==> src/rtl/move_queue_sequencer_pkg.sv <==
// Shared cube definitions: move codes, face indices, FSM state types and
// the inverse-move test used by the move queue sequencer.
package cube_pkg;

  // Move codes. Each face owns an even/odd pair; the odd code is the inverse turn.
  typedef enum logic [3:0] {
    MV_NOP0 = 4'd0,
    MV_NOP1 = 4'd1,
    MV_R    = 4'd2,
    MV_RI   = 4'd3,
    MV_U    = 4'd4,
    MV_UI   = 4'd5,
    MV_F    = 4'd6,
    MV_FI   = 4'd7,
    MV_L    = 4'd8,
    MV_LI   = 4'd9,
    MV_B    = 4'd10,
    MV_BI   = 4'd11,
    MV_D    = 4'd12,
    MV_DI   = 4'd13
  } move_t;

  // Face index of a move code is (code >> 1) - 1.
  localparam int unsigned RIGHT = 0;
  localparam int unsigned UP    = 1;
  localparam int unsigned FRONT = 2;
  localparam int unsigned LEFT  = 3;
  localparam int unsigned BACK  = 4;
  localparam int unsigned DOWN  = 5;

  typedef enum logic {
    U_IDLE,
    U_SCAN
  } unpack_state_t;

  typedef enum logic {
    E_IDLE,
    E_WAIT
  } exec_state_t;

  // Same face, opposite direction; padding codes never count as inverses.
  function automatic logic is_inverse(input logic [3:0] a, input logic [3:0] b);
    return (a[3:1] == b[3:1]) && (a[0] != b[0]) && (a[3:1] != 3'd0);
  endfunction

endpackage

==> src/rtl/move_queue_sequencer_fifo.sv <==
// Synchronous move FIFO with head pop, tail pop (for inverse cancellation)
// and an occupancy count. Pointers carry one extra wrap bit.
module move_fifo #(
  parameter int unsigned W     = 4,
  parameter int unsigned DEPTH = 64
) (
  input  logic                    clock,
  input  logic                    reset,
  input  logic                    push,
  input  logic [W-1:0]            data_in,
  input  logic                    pop,
  input  logic                    pop_tail,
  output logic [W-1:0]            head,
  output logic [W-1:0]            tail,
  output logic [$clog2(DEPTH):0]  count,
  output logic                    full,
  output logic                    empty
);

  localparam int unsigned AW = $clog2(DEPTH);

  logic [W-1:0]  mem [DEPTH];
  logic [AW:0]   wr_ptr;
  logic [AW:0]   rd_ptr;
  logic [AW-1:0] tail_idx;

  assign tail_idx = wr_ptr[AW-1:0] - AW'(1);
  assign head     = mem[rd_ptr[AW-1:0]];
  assign tail     = mem[tail_idx];
  assign count    = wr_ptr - rd_ptr;
  assign empty    = (wr_ptr == rd_ptr);
  assign full     = (wr_ptr[AW] != rd_ptr[AW]) && (wr_ptr[AW-1:0] == rd_ptr[AW-1:0]);

  // Pointer update: push advances, tail pop retracts the write pointer.
  always_ff @(posedge clock) begin
    if (reset) begin
      wr_ptr <= '0;
      rd_ptr <= '0;
    end else begin
      if (push && !pop_tail)
        wr_ptr <= wr_ptr + (AW+1)'(1);
      else if (pop_tail && !push)
        wr_ptr <= wr_ptr - (AW+1)'(1);
      if (pop)
        rd_ptr <= rd_ptr + (AW+1)'(1);
    end
  end

  // Storage write; contents need no reset since pointers gate every read.
  always_ff @(posedge clock) begin
    if (push)
      mem[wr_ptr[AW-1:0]] <= data_in;
  end

endmodule

==> src/rtl/move_queue_sequencer.sv <==
// Move queue sequencer: unpacks move batches into a FIFO (cancelling
// adjacent inverse pairs on entry) and feeds them one at a time to the
// stepper over the move_start/move_done handshake.
module move_queue_sequencer
  import cube_pkg::*;
#(
  parameter int unsigned MOVE_W      = 4,
  parameter int unsigned BATCH_MOVES = 50,
  parameter int unsigned DEPTH       = 64,
  parameter int unsigned STREAM      = 0,
  parameter int unsigned CANCEL_INV  = 1
) (
  input  logic                          clock,
  input  logic                          reset,
  input  logic                          load_valid,
  input  logic [MOVE_W*BATCH_MOVES-1:0] load_moves,
  output logic                          load_ready,
  input  logic                          seq_complete,
  input  logic                          pause,
  output logic [MOVE_W-1:0]             next_move,
  output logic                          move_start,
  input  logic                          move_done,
  output logic [$clog2(DEPTH+1)-1:0]    pending,
  output logic [7:0]                    executed,
  output logic                          busy,
  output logic                          overflow,
  output logic                          seq_done
);

  localparam int unsigned CW = $clog2(DEPTH+1);
  localparam int unsigned SW = (BATCH_MOVES > 1) ? $clog2(BATCH_MOVES) : 1;
  localparam int unsigned BW = MOVE_W * BATCH_MOVES;

  unpack_state_t u_state, u_next;
  exec_state_t   e_state, e_next;

  logic [BW-1:0]     batch;
  logic [SW-1:0]     slot;
  logic [MOVE_W-1:0] code;
  logic              scanning;
  logic              accept;
  logic              last_slot;

  logic [MOVE_W-1:0] head;
  logic [MOVE_W-1:0] tail;
  logic [CW-1:0]     count;
  logic              full;
  logic              empty;

  logic slot_live;
  logic tail_inv;
  logic do_cancel;
  logic do_push;
  logic drop;
  logic issue;
  logic complete;
  logic done_latch;
  logic fire;

  move_fifo #(
    .W     (MOVE_W),
    .DEPTH (DEPTH)
  ) u_fifo (
    .clock    (clock),
    .reset    (reset),
    .push     (do_push),
    .data_in  (code),
    .pop      (issue),
    .pop_tail (do_cancel),
    .head     (head),
    .tail     (tail),
    .count    (count),
    .full     (full),
    .empty    (empty)
  );

  assign pending   = count;
  assign code      = batch[BW-1 -: MOVE_W];
  assign last_slot = (slot == SW'(BATCH_MOVES-1));

  // Unpacker state register.
  always_ff @(posedge clock) begin
    if (reset) u_state <= U_IDLE;
    else       u_state <= u_next;
  end

  // Unpacker next state: one slot per cycle, back to idle after the last one.
  always_comb begin
    u_next = u_state;
    unique case (u_state)
      U_IDLE: if (load_valid) u_next = U_SCAN;
      U_SCAN: if (last_slot)  u_next = U_IDLE;
      default: u_next = U_IDLE;
    endcase
  end

  // Unpacker outputs.
  always_comb begin
    load_ready = (u_state == U_IDLE);
    scanning   = (u_state == U_SCAN);
    accept     = load_ready && load_valid;
  end

  // Batch shift register: the current slot always sits in the MSBs.
  always_ff @(posedge clock) begin
    if (reset) begin
      batch <= '0;
      slot  <= '0;
    end else if (accept) begin
      batch <= load_moves;
      slot  <= '0;
    end else if (scanning) begin
      batch <= batch << MOVE_W;
      slot  <= slot + SW'(1);
    end
  end

  // Entry decision for the current slot. An issue that empties the queue in
  // the same cycle wins over a cancel, so the candidate is pushed instead.
  always_comb begin
    slot_live = scanning && (code >= MOVE_W'(MV_R));
    tail_inv  = (tail[MOVE_W-1:1] == code[MOVE_W-1:1]) && (tail[0] != code[0]);
    do_cancel = slot_live && (CANCEL_INV != 0) && !empty && tail_inv
                && !(issue && (count == CW'(1)));
    do_push   = slot_live && !do_cancel && !full;
    drop      = slot_live && !do_cancel && full;
  end

  // Executor state register.
  always_ff @(posedge clock) begin
    if (reset) e_state <= E_IDLE;
    else       e_state <= e_next;
  end

  // Executor next state: issue from idle, wait for the stepper to finish.
  always_comb begin
    e_next = e_state;
    unique case (e_state)
      E_IDLE: if (issue)     e_next = E_WAIT;
      E_WAIT: if (move_done) e_next = E_IDLE;
      default: e_next = E_IDLE;
    endcase
  end

  // Executor outputs and completion condition.
  always_comb begin
    busy     = (e_state == E_WAIT);
    issue    = (e_state == E_IDLE) && !empty && !pause && ((STREAM != 0) || done_latch);
    complete = (e_state == E_WAIT) && move_done;
    fire     = done_latch && (u_state == U_IDLE) && empty && (e_state == E_IDLE);
  end

  // Issue register, saturating completion counter, sticky overflow and completion latch.
  always_ff @(posedge clock) begin
    if (reset) begin
      next_move  <= '0;
      move_start <= 1'b0;
      executed   <= '0;
      overflow   <= 1'b0;
      done_latch <= 1'b0;
      seq_done   <= 1'b0;
    end else begin
      move_start <= issue;
      if (issue)
        next_move <= head;
      if (complete && (executed != 8'hFF))
        executed <= executed + 8'd1;
      if (drop)
        overflow <= 1'b1;
      seq_done <= fire;
      if (seq_complete)
        done_latch <= 1'b1;
      else if (fire)
        done_latch <= 1'b0;
    end
  end

endmodule

==> config.mk <==
export PLATFORM = sky130hd
export DESIGN_NAME = move_queue_sequencer
export DESIGN_NICKNAME = d
export VERILOG_FILES = /design/src/rtl/move_queue_sequencer_pkg.sv /design/src/rtl/move_queue_sequencer_fifo.sv /design/src/rtl/move_queue_sequencer.sv
export SDC_FILE = /design/constraint.sdc
export NUM_CORES = 1
export LEC_CHECK = 0
export CAP_MARGIN = 20
export CORE_MARGIN = 5
export CORE_UTILIZATION = 35
export DETAILED_ROUTE_END_ITERATION = 16
export GPL_TIMING_DRIVEN = 0
export REMOVE_ABC_BUFFERS = 1
export SYNTH_ARGS = -nofsm -noshare
export SYNTH_HDL_FRONTEND = slang
export SYNTH_SLANG_ARGS = --single-unit
==> constraint.sdc <==
create_clock -name clock -period 8.1 [get_ports clock]
set_clock_uncertainty 0.1 [all_clocks]
set_input_delay 1.62 -clock clock [delete_from_list [all_inputs] [get_ports clock]]
set_output_delay 1.62 -clock clock [all_outputs]
set_load 0.005 [all_outputs]
==> reports/qor.txt <==
Clock Latency Late Sink = 610 ps
max-cap violations = 0
Max IR drop VDD = 0.148 mV
Synth Register Bits = 494
crit path max fanout = 56
Worst path slowest cell = ha_4
WP data required = 8520 ps
Setup CP Type = flip-flop to flip-flop
Final Setup Violations = 0
vias in the first global route = 16500
worst slew pin tran = 1070 ps
post-DR wirelength/cell = 20.1 um
GRT Total Usage = 16.8%
Mapped Cells = 2023
status = finished clean
main flop type after synthesis = edfxtp_1
Slew HR = 27.8%
slowest stage delay, CP = 940 ps
Placed Cells = 2985
Max Buffers Root-to-Sink = 3
CP Depth = 20
Final Hold Viols = 0
antenna violation net count after detailed routing = 0
Worst EP arrival = 6930 ps
Die X = 269 um
most frequent CP cell = a21oi_1
die area = 72400 um2
routed wire length = 62300 um
TritonCTS Buffers = 54
initial antenna violation count = 21
Synth area leader = edfxtp_1
Yosys top cell area share = 32.7%
cts hold-fix bufs = 0
total number of vias = 16700
CORE AREA = 66800 um2
met2 usage in global routing = 28.0%
Global Route met3 Usage = 5.76%
post-synth cell types = 58
Area Growth Syn to Fin = 22.4%
Final Util = 43.0%
share of cells above drive strength 1 = 12.4%
RSZ-0062 raised after global routing = false
Starting Density = 35.1%
Clock transition at path regs = 60 ps
Layout Nets = 2397
post-CTS setup buffer count = 0
Ys Warns = 0
Port Buf Inserts = 229
Area contributors post-synth = edfxtp_1, dfxtp_1, mux4_2, mux2i_1, nor2_1
Top Usage Layer GRT = met2
worst r2r path cells = 20
Die H = 269 um
Synth Area per Inst = 11.6 um2
Hold Crit Class = flip-flop to flip-flop
crit path cell chain = inv_2 -> ha_4 -> nor2b_1 -> a221oi_1 -> a2bb2oi_1 -> a2bb2oi_2 -> xnor2_1 -> o311a_1 -> a41o_2 -> nor2_1 -> ha_1 -> inv_1 -> ha_1 -> a21o_1 -> a21oi_1 -> o21bai_1 -> a21oi_1 -> xnor2_1 -> or3_1 -> a21oi_1
# clock sinks = 494
GRT overflow = 0
met1 Use GR = 21.2%
Iteration-0 DRC Markers = 1285
fin. max-slew vios = 0
period utilization = 80.3%
first-pass GRT wire length = 95900 um
hold path depth = 2
post-cts gate resize count = 0
DRC = 0
CTS tree = yes
leakage = 10.4 nW
htree depth = 2
Routability Congestion = 0.850
via density per instance = 5.41
largest net degree at the start of global routing = 128
Non-Filler Instances = 3098
min cycle time layout = 6500 ps
CP Launch Type = flip-flop
Fmax achieved = 154 MHz
synthesized area = 23500 um2
Root Buffer = clkbuf_16
I/O pin total = 230
post-DP HPWL = 42100 um
# rows = 95
Buf/Inv on CP = 2
PwrDens = 236 nW/um2
register area share after synthesis = 53.0%
EDFF count, synth = 256
ys async rst share = 0%
crit path capture type = flip-flop
TritonRoute pass-1 iters = 8
cell family with most CP delay = compound AO/OA/AOI/OAI gates
[worst reg2reg max path, cell delays in order, from the launching register on]
cell       delay (ps)
dfxtp_4           690
inv_2             290
ha_4              940
nor2b_1           650
a221oi_1          170
a2bb2oi_1         380
a2bb2oi_2         100
xnor2_1           150
o311a_1           210
a41o_2            610
nor2_1            140
ha_1              270
inv_1             200
ha_1              310
a21o_1            190
a21oi_1           210
o21bai_1          100
a21oi_1           190
xnor2_1            90
or3_1             300
a21oi_1           130
[logic make-up after synthesis]
| group | after synthesis | share of synthesized area (%) |
|---|---|---|
| buffers and inverters | 184 | 3.30 |
| flip-flops | 494 | 53.0 |
| AND/OR/NAND/NOR | 657 | 12.0 |
| adder cells (fa/ha/maj) | 19 | 1.08 |
| multiplexers | 369 | 23.0 |
| AO/OA/AOI/OAI | 265 | 6.21 |
| XOR/XNOR | 35 | 1.34 |
[placed cells by master, fill, tap and decap left out, types with 10 or more instances in the layout]
cell type        count
nor2_1             459
edfxtp_1           256
mux2i_1            233
dfxtp_1            230
clkdlybuf4s50_1    227
a21oi_1            214
mux4_2             132
nand2_1             61
nor4_1              57
clkbuf_16           54
nand3_1             20
xnor2_1             19
inv_1               18
ha_1                16
xor2_1              14
buf_16              14
bufinv_16           12
or3_1               10
nor3_1              10
nand4_1             10
clkinv_2            10
[per-stage QoR]
step / setup TNS, ps / hold slack, ps / cell area [um2] / total power [mW] / worst slack (ps)
CTS: 0 / 357 / 28700 / 6.84 / 1520
finish: 0 / 360 / 28700 / 6.77 / 1600
detailed placement: 0 / 354 / 26800 / 4.14 / 1430
global route: 0 / 409 / 28700 / 7.06 / 1150
global placement: -2317690 / 342 / 26200 / 4.19 / -7060
floorplan: -490600 / 323 / 22800 / 3.63 / -3190
[area by class of cell]
class                   instances  area (um2)
clock buffers                  57        1360
fillers                      6148       38100
well taps                     873        1090
diodes                          7        17.5
inverters                      21        78.8
flip-flops and latches        494       12500
multi-input cells            1345       10300
clock inverters                45         572
repair buffers                256        2850
[worst paths after layout]
check | endpoint | startpoint | slack, ps
worst max register to register | u_fifo.wr_ptr[6] | u_fifo.wr_ptr[0] | 1600
worst min register to register | seq_done | done_latch | 360
worst min-delay path | seq_done | done_latch | 360
worst max-delay path | u_fifo.wr_ptr[6] | u_fifo.wr_ptr[0] | 1600
[sequential cells by signal, indices dropped and copies added (netlist names), 4 cells and up]
name,count
next_move,4
slot,6
u_fifo.rd_ptr,7
batch,200
u_fifo.wr_ptr,7
executed,8
u_fifo.mem,256
[where the power goes]
part / switching, mW / internal [mW] / total [mW] / leakage, nW
registers: 0.0928 / 2.71 / 2.80 / 4.32
clock network: 1.06 / 1.61 / 2.67 / 0.940
logic: 0.686 / 0.609 / 1.29 / 5.17
[Yosys cell counts (2+ instances only)]
library cell / n
buf_1: 24
buf_2: 10
xnor2_1: 20
a32oi_1: 3
dfxtp_1: 238
a31oi_1: 5
and3_1: 3
or3_1: 10
buf_6: 8
mux4_2: 132
a21o_1: 4
xor2_1: 14
mux2i_1: 233
nand2b_1: 4
mux4_1: 4
o21ai_0: 8
nand4_1: 10
o22ai_1: 9
o221ai_1: 3
or2_2: 2
a21oi_1: 214
fa_1: 2
nor3_1: 10
inv_2: 2
and4_1: 2
nor2b_1: 6
edfxtp_1: 256
nor4b_1: 8
nor4_1: 57
o211ai_1: 2
clkbuf_1: 118
a32o_1: 2
o31ai_1: 2
nand3_1: 20
inv_1: 18
a2bb2oi_1: 2
nor2_1: 459
ha_1: 17
nand2_1: 61
buf_4: 3
[per-layer routing]
layer / vias up / part of all wire (%)
met2: 660 / 48
met3: 129 / 9.9
met1: 8161 / 39
met4: 24 / 2.4
met5: - / 0.29
li1: 7773 / -
Note: power is estimated with default switching activity, not from simulation.
